**config.mk**
```make
export PLATFORM = sky130hd
export DESIGN_NAME = mem_lsu
export DESIGN_NICKNAME = d
export VERILOG_FILES = /design/src/rtl/mem_lsu.sv
export SDC_FILE = /design/constraint.sdc
export NUM_CORES = 1
export LEC_CHECK = 0
export CAP_MARGIN = 40
export CORE_ASPECT_RATIO = 0.75
export CORE_MARGIN = 8
export CORE_UTILIZATION = 42
export CTS_CLUSTER_SIZE = 20
export DETAILED_ROUTE_END_ITERATION = 16
export GPL_TIMING_DRIVEN = 1
export PLACE_DENSITY = 0.83
export REMOVE_ABC_BUFFERS = 1
export SLEW_MARGIN = 40
export SYNTH_ARGS = -nofsm -noshare
export SYNTH_HDL_FRONTEND = slang
export SYNTH_SLANG_ARGS = --single-unit
```
**constraint.sdc**
```tcl
create_clock -name clk -period 2.2 [get_ports clk]
set_input_delay 0.66 -clock clk [delete_from_list [all_inputs] [get_ports clk]]
set_output_delay 0.66 -clock clk [all_outputs]
set_load 0.02 [all_outputs]
```
**src/rtl/mem_lsu.sv**
```systemverilog
// mem_lsu: load/store unit driving a byte-addressed, little-endian RAM data
// port. One request at a time; sub-word stores are done as read-modify-write.
module mem_lsu #(
    parameter int MEM_SIZE = 4096
) (
    input  logic        clk,
    input  logic        rst,
    input  logic        req_valid,
    output logic        req_ready,
    input  logic        req_we,
    input  logic [2:0]  req_funct3,
    input  logic [31:0] req_addr,
    input  logic [31:0] req_wdata,
    output logic        resp_valid,
    output logic        resp_err,
    output logic [31:0] resp_rdata,
    output logic [31:0] mem_addr,
    input  logic [31:0] mem_rd,
    output logic        mem_we,
    output logic [31:0] mem_wd
);

    typedef enum logic [1:0] {IDLE, ACCESS, WRITE, RESP} state_t;

    localparam logic [31:0] MEM_LIMIT = 32'(MEM_SIZE);

    state_t      state;
    logic        we_q;
    logic [2:0]  funct3_q;
    logic [1:0]  addr_lo_q;
    logic [31:0] wdata_q;
    logic        mem_we_q;

    logic        funct3_ok;
    logic        align_ok;
    logic        req_illegal;
    logic [4:0]  shamt;
    logic [31:0] shifted;
    logic [31:0] load_data;
    logic [31:0] lane_mask;
    logic [31:0] merge_data;

    // A reset edge must never carry a RAM write, whatever the state.
    assign mem_we = mem_we_q & ~rst;

    // Classify the incoming request as legal or illegal.
    always_comb begin
        funct3_ok = 1'b0;
        align_ok  = 1'b1;
        if (req_we) begin
            funct3_ok = (req_funct3 == 3'b000) || (req_funct3 == 3'b001) ||
                        (req_funct3 == 3'b010);
        end else begin
            funct3_ok = (req_funct3 == 3'b000) || (req_funct3 == 3'b001) ||
                        (req_funct3 == 3'b010) || (req_funct3 == 3'b100) ||
                        (req_funct3 == 3'b101);
        end
        case (req_funct3[1:0])
            2'b01:   align_ok = ~req_addr[0];
            2'b10:   align_ok = (req_addr[1:0] == 2'b00);
            default: align_ok = 1'b1;
        endcase
        req_illegal = ~(funct3_ok && align_ok && (req_addr < MEM_LIMIT));
    end

    // Lane extraction for loads and lane merge for sub-word stores.
    always_comb begin
        shamt   = {addr_lo_q, 3'b000};
        shifted = mem_rd >> shamt;
        case (funct3_q)
            3'b000:  load_data = {{24{shifted[7]}}, shifted[7:0]};
            3'b001:  load_data = {{16{shifted[15]}}, shifted[15:0]};
            3'b100:  load_data = {24'h000000, shifted[7:0]};
            3'b101:  load_data = {16'h0000, shifted[15:0]};
            default: load_data = mem_rd;
        endcase
        lane_mask  = ((funct3_q[1:0] == 2'b00) ? 32'h0000_00FF : 32'h0000_FFFF) << shamt;
        merge_data = (mem_rd & ~lane_mask) | ((wdata_q << shamt) & lane_mask);
    end

    // Request sequencing FSM; all port outputs are registered here.
    always_ff @(posedge clk) begin
        if (rst) begin
            state      <= IDLE;
            req_ready  <= 1'b1;
            resp_valid <= 1'b0;
            resp_err   <= 1'b0;
            resp_rdata <= '0;
            mem_we_q   <= 1'b0;
            mem_addr   <= '0;
            mem_wd     <= '0;
            we_q       <= 1'b0;
            funct3_q   <= '0;
            addr_lo_q  <= '0;
            wdata_q    <= '0;
        end else begin
            case (state)
                IDLE: begin
                    if (req_valid) begin
                        we_q      <= req_we;
                        funct3_q  <= req_funct3;
                        addr_lo_q <= req_addr[1:0];
                        wdata_q   <= req_wdata;
                        req_ready <= 1'b0;
                        if (req_illegal) begin
                            state      <= RESP;
                            resp_valid <= 1'b1;
                            resp_err   <= 1'b1;
                            resp_rdata <= '0;
                        end else begin
                            state    <= ACCESS;
                            mem_addr <= {req_addr[31:2], 2'b00};
                            // A full-word store writes during ACCESS, so its
                            // strobe and data are set up on acceptance.
                            mem_we_q <= req_we && (req_funct3 == 3'b010);
                            mem_wd   <= (req_we && (req_funct3 == 3'b010)) ? req_wdata : '0;
                        end
                    end
                end
                ACCESS: begin
                    if (we_q && (funct3_q != 3'b010)) begin
                        state    <= WRITE;
                        mem_we_q <= 1'b1;
                        mem_wd   <= merge_data;
                    end else begin
                        state      <= RESP;
                        resp_valid <= 1'b1;
                        resp_err   <= 1'b0;
                        resp_rdata <= we_q ? '0 : load_data;
                        mem_we_q   <= 1'b0;
                        mem_wd     <= '0;
                        mem_addr   <= '0;
                    end
                end
                WRITE: begin
                    state      <= RESP;
                    resp_valid <= 1'b1;
                    resp_err   <= 1'b0;
                    resp_rdata <= '0;
                    mem_we_q   <= 1'b0;
                    mem_wd     <= '0;
                    mem_addr   <= '0;
                end
                RESP: begin
                    state      <= IDLE;
                    resp_valid <= 1'b0;
                    resp_err   <= 1'b0;
                    resp_rdata <= '0;
                    req_ready  <= 1'b1;
                end
                default: state <= IDLE;
            endcase
        end
    end

endmodule

```
# Word-level counts from Yosys, hierarchy flattened
# Index checks and enable logic that the tools add are counted.
# word_totals
elab_cells,95
reg_bits,140
# classes
reduce_logical,21
order_cmp,1
muxes,34
bitwise_logic,7
n_eq_ne,17
shifts,3
# op_table
op,count
32-bit two-way mux,11
32-bit case mux with 3 select lines,3
32-bit case mux with 4 select lines,1
32-bit bitwise AND,2
"32-bit by 13-bit less-than comparator with 1-bit output, second input constant",1
32-bit NOT,1
32-bit OR,1
16-bit by 5-bit left shift with 32-bit output,1
32-bit by 5-bit left shift with 32-bit output,1
32-bit by 5-bit >> shifter with 16-bit output,1
16-bit two-way mux,1
"3-bit == test, second input constant",4
1-bit two-way mux,10
"2-bit inequality test, second input constant",4
2-bit case mux with 4 select lines,1
"2-bit == test, second input constant",3
"3-bit by 1-bit == test with 1-bit output, second input constant",2
2-bit zero test,3
3-bit zero test,2
1-bit case mux with 3 select lines,2
3-bit AND reduction,2
"2-bit by 1-bit == test with 1-bit output, second input constant",2
1-bit logical AND,4
1-bit logical OR,4
other kinds (12),16

# Depth between registers and ports, before layout
# Gate-level depths: netlist of the first run.
# depth
depth_word,11
depth_mapped,10
mapped_depth_nobuf,7

# Worst setup path before layout of the first run
# No wires, ideal clock.
# synth_timing
path_kind,in2reg
from,input port req_funct3[0]
to,register mem_wd[5]
required_time_ns,2.067
slack_ns,-0.002
setup_ns,0.133
n_path_buf,2
arrival_ns,2.069
stages,9
path_cell_list,inv_1 > ha_1 > nor2b_1 > o311a_1 > a41o_1 > buf_2 > buf_2 > o21ai_0 > a21oi_1
# synth_between
elab_chain_cells,10
# synth_rtl
item,line_no,source
from (decl),11,"input logic [2:0] req_funct3,"
3-bit by 1-bit == test with 1-bit output or 3-bit zero test (tied branches),"51, 54",
1-bit logical OR (2 in series),"51, 54",
1-bit logical OR (2 in series),55,(req_funct3 == 3'b010) || (req_funct3 == 3'b100) ||
1-bit two-way mux,50,if (req_we) begin
1-bit logical AND (2 in series),63,req_illegal = ~(funct3_ok && align_ok && (req_addr < MEM_LIMIT));
2-bit inequality test (no source line),-,
3-bit AND reduction (no source line),-,
to (signal assigned),116,mem_wd <= (req_we && (req_funct3 == 3'b010)) ? req_wdata : '0;
to (signal assigned),124,mem_wd <= merge_data;
to (decl),20,output logic [31:0] mem_wd
# Parallel ways exist; a longest one is shown, timed or not. The select of a mux whose other input is x is not followed.
# A chain may end at the register's enable or synchronous reset.

# Final worst setup path of the first run
# layout_timing
from,input port req_addr[29]
to,register mem_wd[22]
# layout_between
elab_chain_cells,4
# layout_rtl
item,line_no,source
from (decl),12,"input logic [31:0] req_addr,"
32-bit by 13-bit less-than comparator with 1-bit output,63,
1-bit logical AND,63,
2-bit inequality test (no source line),-,
3-bit AND reduction (no source line),-,
# Every way passes these cells.

==> results.txt, run 1 <==
Fin Hold WS -> 451 ps
Largest family of logic cells by synthesized area -> simple AND/OR/NAND/NOR gates
Slew Limit Fails -> 0
Clk slew on worst S/H paths -> 60 ps
CTS max path bufs -> 2
Syn. warnings -> 0
Post-synth top area share -> 40.1%
Critical Path End Type -> flip-flop
Post-synth EDFFs -> 0
CP Data Arrival Time -> 2470 ps
Largest net degree at the start of global routing -> 59
Drt via density -> 5.41
FP Rows -> 38
Sequential area share after synthesis -> 40.1%
Pwr per Cell Area -> 1160 nW/um2
M3 GR Usage -> 6.81%
CTS root buf -> clkbuf_16
Avg Inst Size Synth -> 8.22 um2
CTS tree -> done
Synth area leader -> dfxtp_1
Post-synth cell types -> 55
1st-pass router iterations -> 5
Clock latency on the worst-skew pair -> 420 ps
Commonest non-fill, non-tap cells in the layout -> clkdlybuf4s50_1, dfxtp_1, nand2_1, a21oi_1, nor2_1
Most common cell after layout, fill and taps aside -> clkdlybuf4s50_1
Grt met1 use -> 29.9%
Share of cells above drive strength 1 -> 15.3%
Number of hold violations in the final report -> 0
Drt wl/cell -> 18.9 um
Final setup vio count -> 0
Main synth FF type -> dfxtp_1
Busiest grt layer -> met2
IO Count -> 203
Startpoint types -> primary input
Xor/xnor share of the synthesized area -> 0%
First-pass GRT wire length -> 34.1 mm
Via count -> 6,343
Achievable clock frequency -> 464 MHz
Dpl hpwl -> 15.8 mm
Hold Buf Count CTS -> 0
Die Ht -> 120 um
Drt first-iter violations -> 587
H-tree depth -> 4
Total CTS buffers -> 17
Mux contribution to synthesized area -> 9.33%
GR Overflow Total -> 0
Die width -> 155 um
Sum Neg Setup Slack -> 0 ps
Crit-path max FO -> 55
Compound-Gate Fraction of Synth Area -> 21.0%
Leakage -> 3.56 nW
Worst hold path class -> flip-flop to flip-flop
Die area -> 18,600 um2
Data required time of the worst path -> 2510 ps
Gr usage total -> 23.1%
Yosys reg bits -> 122
ANT nets after route -> 0
Number of port buffers -> 200
Fraction of the cycle the final worst path needs -> 98.0%
Worst ir drop on vdd -> 0.749 mV
Mapped cell area -> 6090 um2
Clk sink count -> 122
Post-synth ARST share -> 0%
Final min period -> 2160 ps
Core region area -> 14,300 um2
Adder-Cell Fraction of Synth Area -> 1.23%
Max-cap viol count -> 0
Vias in the first global route -> 6,207
Initial antenna violation count -> 1
Max-Slew Margin vs Limit -> 57.3%
Drt drc -> 0
Met2 global-route usage -> 36.0%
Mapped Cells -> 741
Nets -> 1,067
Area contributors post-synth -> dfxtp_1, nand2_1, a21oi_1, mux2i_1, o21ai_0
RePlAce Congestion -> 0.943
Worst-margin pin slew -> 640 ps
Area Overhead vs Synth -> 53.6%
DRT Wirelength -> 22.1 mm
Synth Area in Simple Gates -> 22.0%
Skew final -> 10.7 ps
Status -> finished, final reports clean
Starting Density -> 42.6%
Kind of critical path -> primary input to flip-flop
[worst max-delay path, cell delays in order]
cell and delay, ps:
clkdlybuf4s50_1 410, nor4_2 320, and4_4 310, a41o_1 240, buf_12 230, o311a_1 220
nor2_1 50
[layout make-up]
type | instances | area (um2)
Multi-Input combinational cell | 537 | 3370
Sequential cell | 122 | 2440
Antenna cell | 2 | 5.00
Clock inverter | 14 | 184
Fill cell | 1157 | 4950
Clock buffer | 18 | 429
Timing Repair Buffer | 264 | 2610
Tap cell | 200 | 250
Inverter | 16 | 60.1
[per-layer routing]
metal / routed length (um) / share of wire [%]
met5: 0 / 0
met4: 581 / 2.6
met3: 1910 / 8.6
met2: 10100 / 46
met1: 9540 / 43
[cells by family (layout without fill, tap and decap cells)]
logic type	after synthesis	in the layout
AOI/OAI and AO/OA	202	202
adders and majority gates	6	6
DFF	122	122
buffers and inverters	83	312
other	1	4
and+or+nand+nor	274	274
muxes	53	53
[synth_stat cells, types with 2 or more instances]
master and instances:
mux2i_1 32, o21ai_1 5, nor2b_1 7, o311a_1 9, a221o_1 8, nand3_1 28, o22ai_1 9, buf_2 15
a21oi_1 72, clkbuf_1 37, ha_1 6, and2_1 9, o2bb2ai_1 7, nor4_1 5, inv_1 16, buf_1 4
dfxtp_1 122, nor3b_1 21, buf_6 4, o21ai_0 59, a22o_1 7, a41oi_1 2, and4_1 2, nor2_1 56
nor3_1 10, buf_4 6, nand4_1 9, a221oi_1 8, mux2_2 20, nor2_2 2, nand2b_1 19, a211oi_1 3
nand2_1 100
[power breakdown]
group | total [mW] | switching [mW] | internal, mW
logic | 4.92 | 2.69 | 2.24
registers | 3.04 | 0.320 | 2.72
clock network | 2.93 | 1.13 | 1.81
[metrics by stage]
step	instances	cell area, um2	utilization [%]	worst slack (ps)	total power [mW]
3_3_place_gp	1133	8550	59.8	-546	7.64
5_1_grt	1173	9360	65.4	-7.04	11.4
2_1_floorplan	675	5770	-	-423	5.50
6_report	1173	9360	65.4	44.5	10.9
3_5_place_dp	1133	8550	59.8	-654	7.69
4_1_cts	1171	9310	65.1	23.9	10.8
[worst paths after layout]
| kind | start | end | slack, ps | depth (start not counted) |
|---|---|---|---|---|
| worst max register to register | state[0] | mem_wd[22] | 70 | 7 |
| worst min register to register | resp_rdata[2] | resp_rdata[2] | 450 | 2 |
| worst min-delay path | resp_rdata[2] | resp_rdata[2] | 450 | 2 |
| worst max-delay path | req_addr[29] | mem_wd[22] | 40 | 7 |
[registers in the layout, summed over array words and instances, names as in the netlist, 2 cells and up]
register and flops:
addr_lo_q 2, funct3_q 3, mem_addr 30, mem_wd 32
resp_rdata 32, state 2, wdata_q 16
[what timing repair did]
| action | in CTS | in global routing |
|---|---|---|
| pin swaps | 6 | 6 |
| resized for setup | 22 | 20 |
| cloned | 3 | 0 |
| setup buffers | 3 | 0 |
| endpoints found under the setup margin | 97 | 79 |
Power figures use the tool's default switching activity.
==> run 2: changes to the inputs <==
CORE_UTILIZATION = 45   (was 42)
PLACE_DENSITY = 0.85   (was 0.83)
clock period = 2.35 ns   (was 2.2 ns; I/O delays follow)
==> run 2 against run 1 <==
  * Combinational power shrank 7.1%
  * Global-route usage grew 1.5 points
  * Hold slack gained 4.3 ps
  * Via count grew 1.6%
  * Critical path depth grew 1
  * Clock skew shrank 1.7 ps
  * Flip-flop and latch count is the same
  * Final cell count shrank 3.3%
  * Count of clock-buffer cells in the layout is the same
  * Utilization grew 4.7 points
  * First-iteration DRC count shrank 0.34%
  * Critical path type unchanged
  * Highest routed layer unchanged
  * Sequential power shrank 6%
==> results.txt, run 2 (synthesized netlist as in run 1, its figures left out) <==
Area Overhead vs Synth -> 50.9%
First-pass GRT wire length -> 33.7 mm (-1.2%)
Max-Slew Margin vs Limit -> 54.0% (-3.4 points)
Status -> finished, final reports clean
Number of port buffers -> 200 (unchanged)
Crit-path max FO -> 5 (-91%)
Gr usage total -> 24.6% (+1.5 points)
R2R cell count -> 8 (+1)
Vias in the first global route -> 6,309 (+1.6%)
Nets -> 1,059 (-0.75%)
FF/Latch Area -> 2440 um2 (unchanged)
RSZ-0062 raised after global routing -> false
Commonest non-fill, non-tap cells in the layout -> clkdlybuf4s50_1, dfxtp_1, nand2_1, a21oi_1, o21ai_0
CTS root buf -> clkbuf_16
FP Rows -> 36 (-5.3%)
Die width -> 150 um (-3.0%)
Data required time of the worst path -> 2680 ps (+170 ps)
Die Ht -> 117 um (-2.9%)
Largest net degree at the start of global routing -> 59 (unchanged)
DP Cell Count -> 1,095 (-3.4%)
Design Area, Final -> 9190 um2 (-1.8%)
Total CTS buffers -> 17 (unchanged)
Final setup vio count -> 0 (unchanged)
Clock latency on the worst-skew pair -> 410 ps (about the same)
Die area -> 17,500 um2 (-5.9%)
Leakage -> 3.52 nW (-1.2%)
Layout Cells excl Fill -> 1,134 (-3.3%)
Pwr per Cell Area -> 1090 nW/um2 (-6.3%)
Sum Neg Setup Slack -> 0 ps (unchanged)
Worst hold path class -> flip-flop to flip-flop
Final core occ -> 70.1% (+4.7 points)
Share of cells above drive strength 1 -> 13.3% (-2.1 points)
Drt drc -> 0 (unchanged)
Kind of critical path -> primary input to flip-flop
Initial antenna violation count -> 0 (-1)
WHS Path Cells -> 2 (unchanged)
Startpoint types -> primary input
Skew final -> 8.97 ps (-1.69 ps)
DRT Wirelength -> 21.9 mm (-1.2%)
Most common cell after layout, fill and taps aside -> clkdlybuf4s50_1
Reg2reg setup slack -> 240 ps (+170 ps)
Achievable clock frequency -> 434 MHz
ANT cells -> 0 (-2)
Critical Path End Type -> flip-flop
Origin of the worst setup path -> req_addr[17]
CP Data Arrival Time -> 2640 ps (+170 ps)
Number of hold violations in the final report -> 0 (unchanged)
Clk sink count -> 122 (unchanged)
Starting Density -> 46.5% (+3.9 points)
Final worst slack -> 43.3 ps (-1.17 ps)
H-tree depth -> 4 (unchanged)
RePlAce Congestion -> 0.896 (-4.9%)
1st-pass router iterations -> 5 (unchanged)
Top flop regs -> mem_wd (32), resp_rdata (32), mem_addr (30)
CTS tree -> done
Max-cap viol count -> 0 (unchanged)
Drt via density -> 5.68 (+5.1%)
Critical R2R Launch -> state[0]
CTS max path bufs -> 2 (unchanged)
Placed cell area -> 8450 um2 (-1.2%)
GR Overflow Total -> 0 (unchanged)
Via count -> 6,442 (+1.6%)
Worst-margin pin slew -> 690 ps (+49.8 ps)
Core region area -> 13,100 um2 (-8.4%)
Fin Hold WS -> 455 ps (+4.27 ps)
Final min period -> 2310 ps
Drt first-iter violations -> 585 (-0.34%)
Drt wl/cell -> 19.3 um (+2.2%)
Dpl hpwl -> 15.8 mm (-0.29%)
Hold_sp -> resp_rdata[24]
Pwr Total -> 10.0 mW (-8.0%)
Clk slew on worst S/H paths -> 60 ps (about the same)
Dpl ws -> -486 ps (+168 ps)
Multi-input gate area in the final layout -> 3280 um2 (-2.7%)
Fraction of the cycle the final worst path needs -> 98.2%
Slew Limit Fails -> 0 (unchanged)
IO Count -> 203 (unchanged)
ANT nets after route -> 0 (unchanged)
Filler Cell Count -> 988 (-15%)
Worst ir drop on vdd -> 0.731 mV (-2.4%)
==> run 2: path summary, 6_finish.rpt <==
check | to
worst min register to register | resp_rdata[24]
worst max-delay path | resp_rdata[0]
worst max register to register | resp_rdata[0]
worst min-delay path | resp_rdata[24]
==> run 2: repair_timing <==
item,in CTS,in global routing
cloned,3,0
pin swaps,2,1
setup buffers,4,0
hold buffers,0,0
setup endpoints to repair,23,4
resized for setup,9,2
==> run 2: where the power goes <==
group / switching, mW / internal (mW)
sequential: 0.321 / 2.55
clock: 0.993 / 1.59
combinational: 2.45 / 2.12
total: 3.76 / 6.26
==> run 2: final cells by class <==
type / count / area share (%)
Clock buffer: 18 / 4.78
Clock inverter: 14 / 1.59
Inverter: 16 / 0.654
Multi-Input combinational cell: 537 / 35.7
Sequential cell: 122 / 26.6
Tap cell: 171 / 2.33
Timing Repair Buffer: 256 / 28.3
==> run 2: metal layers <==
layer  global-route usage (%)  routed length [um]  vias to the layer above
met2                     38.8               10000                      349
li1                         -                   -                     3048
met3                     6.85                2350                       44
met4                     9.43                 553                        0
met5                        0                   0                        -
met1                     31.4                8950                     3001
==> run 2: worst max-delay path, stage by stage <==
cell and delay [ps]:
clkdlybuf4s50_1 430, nor4_2 310, o311a_1 300, and4_4 290, nor2_8 60, buf_6 130
bufbuf_16 250, o21ai_0 150
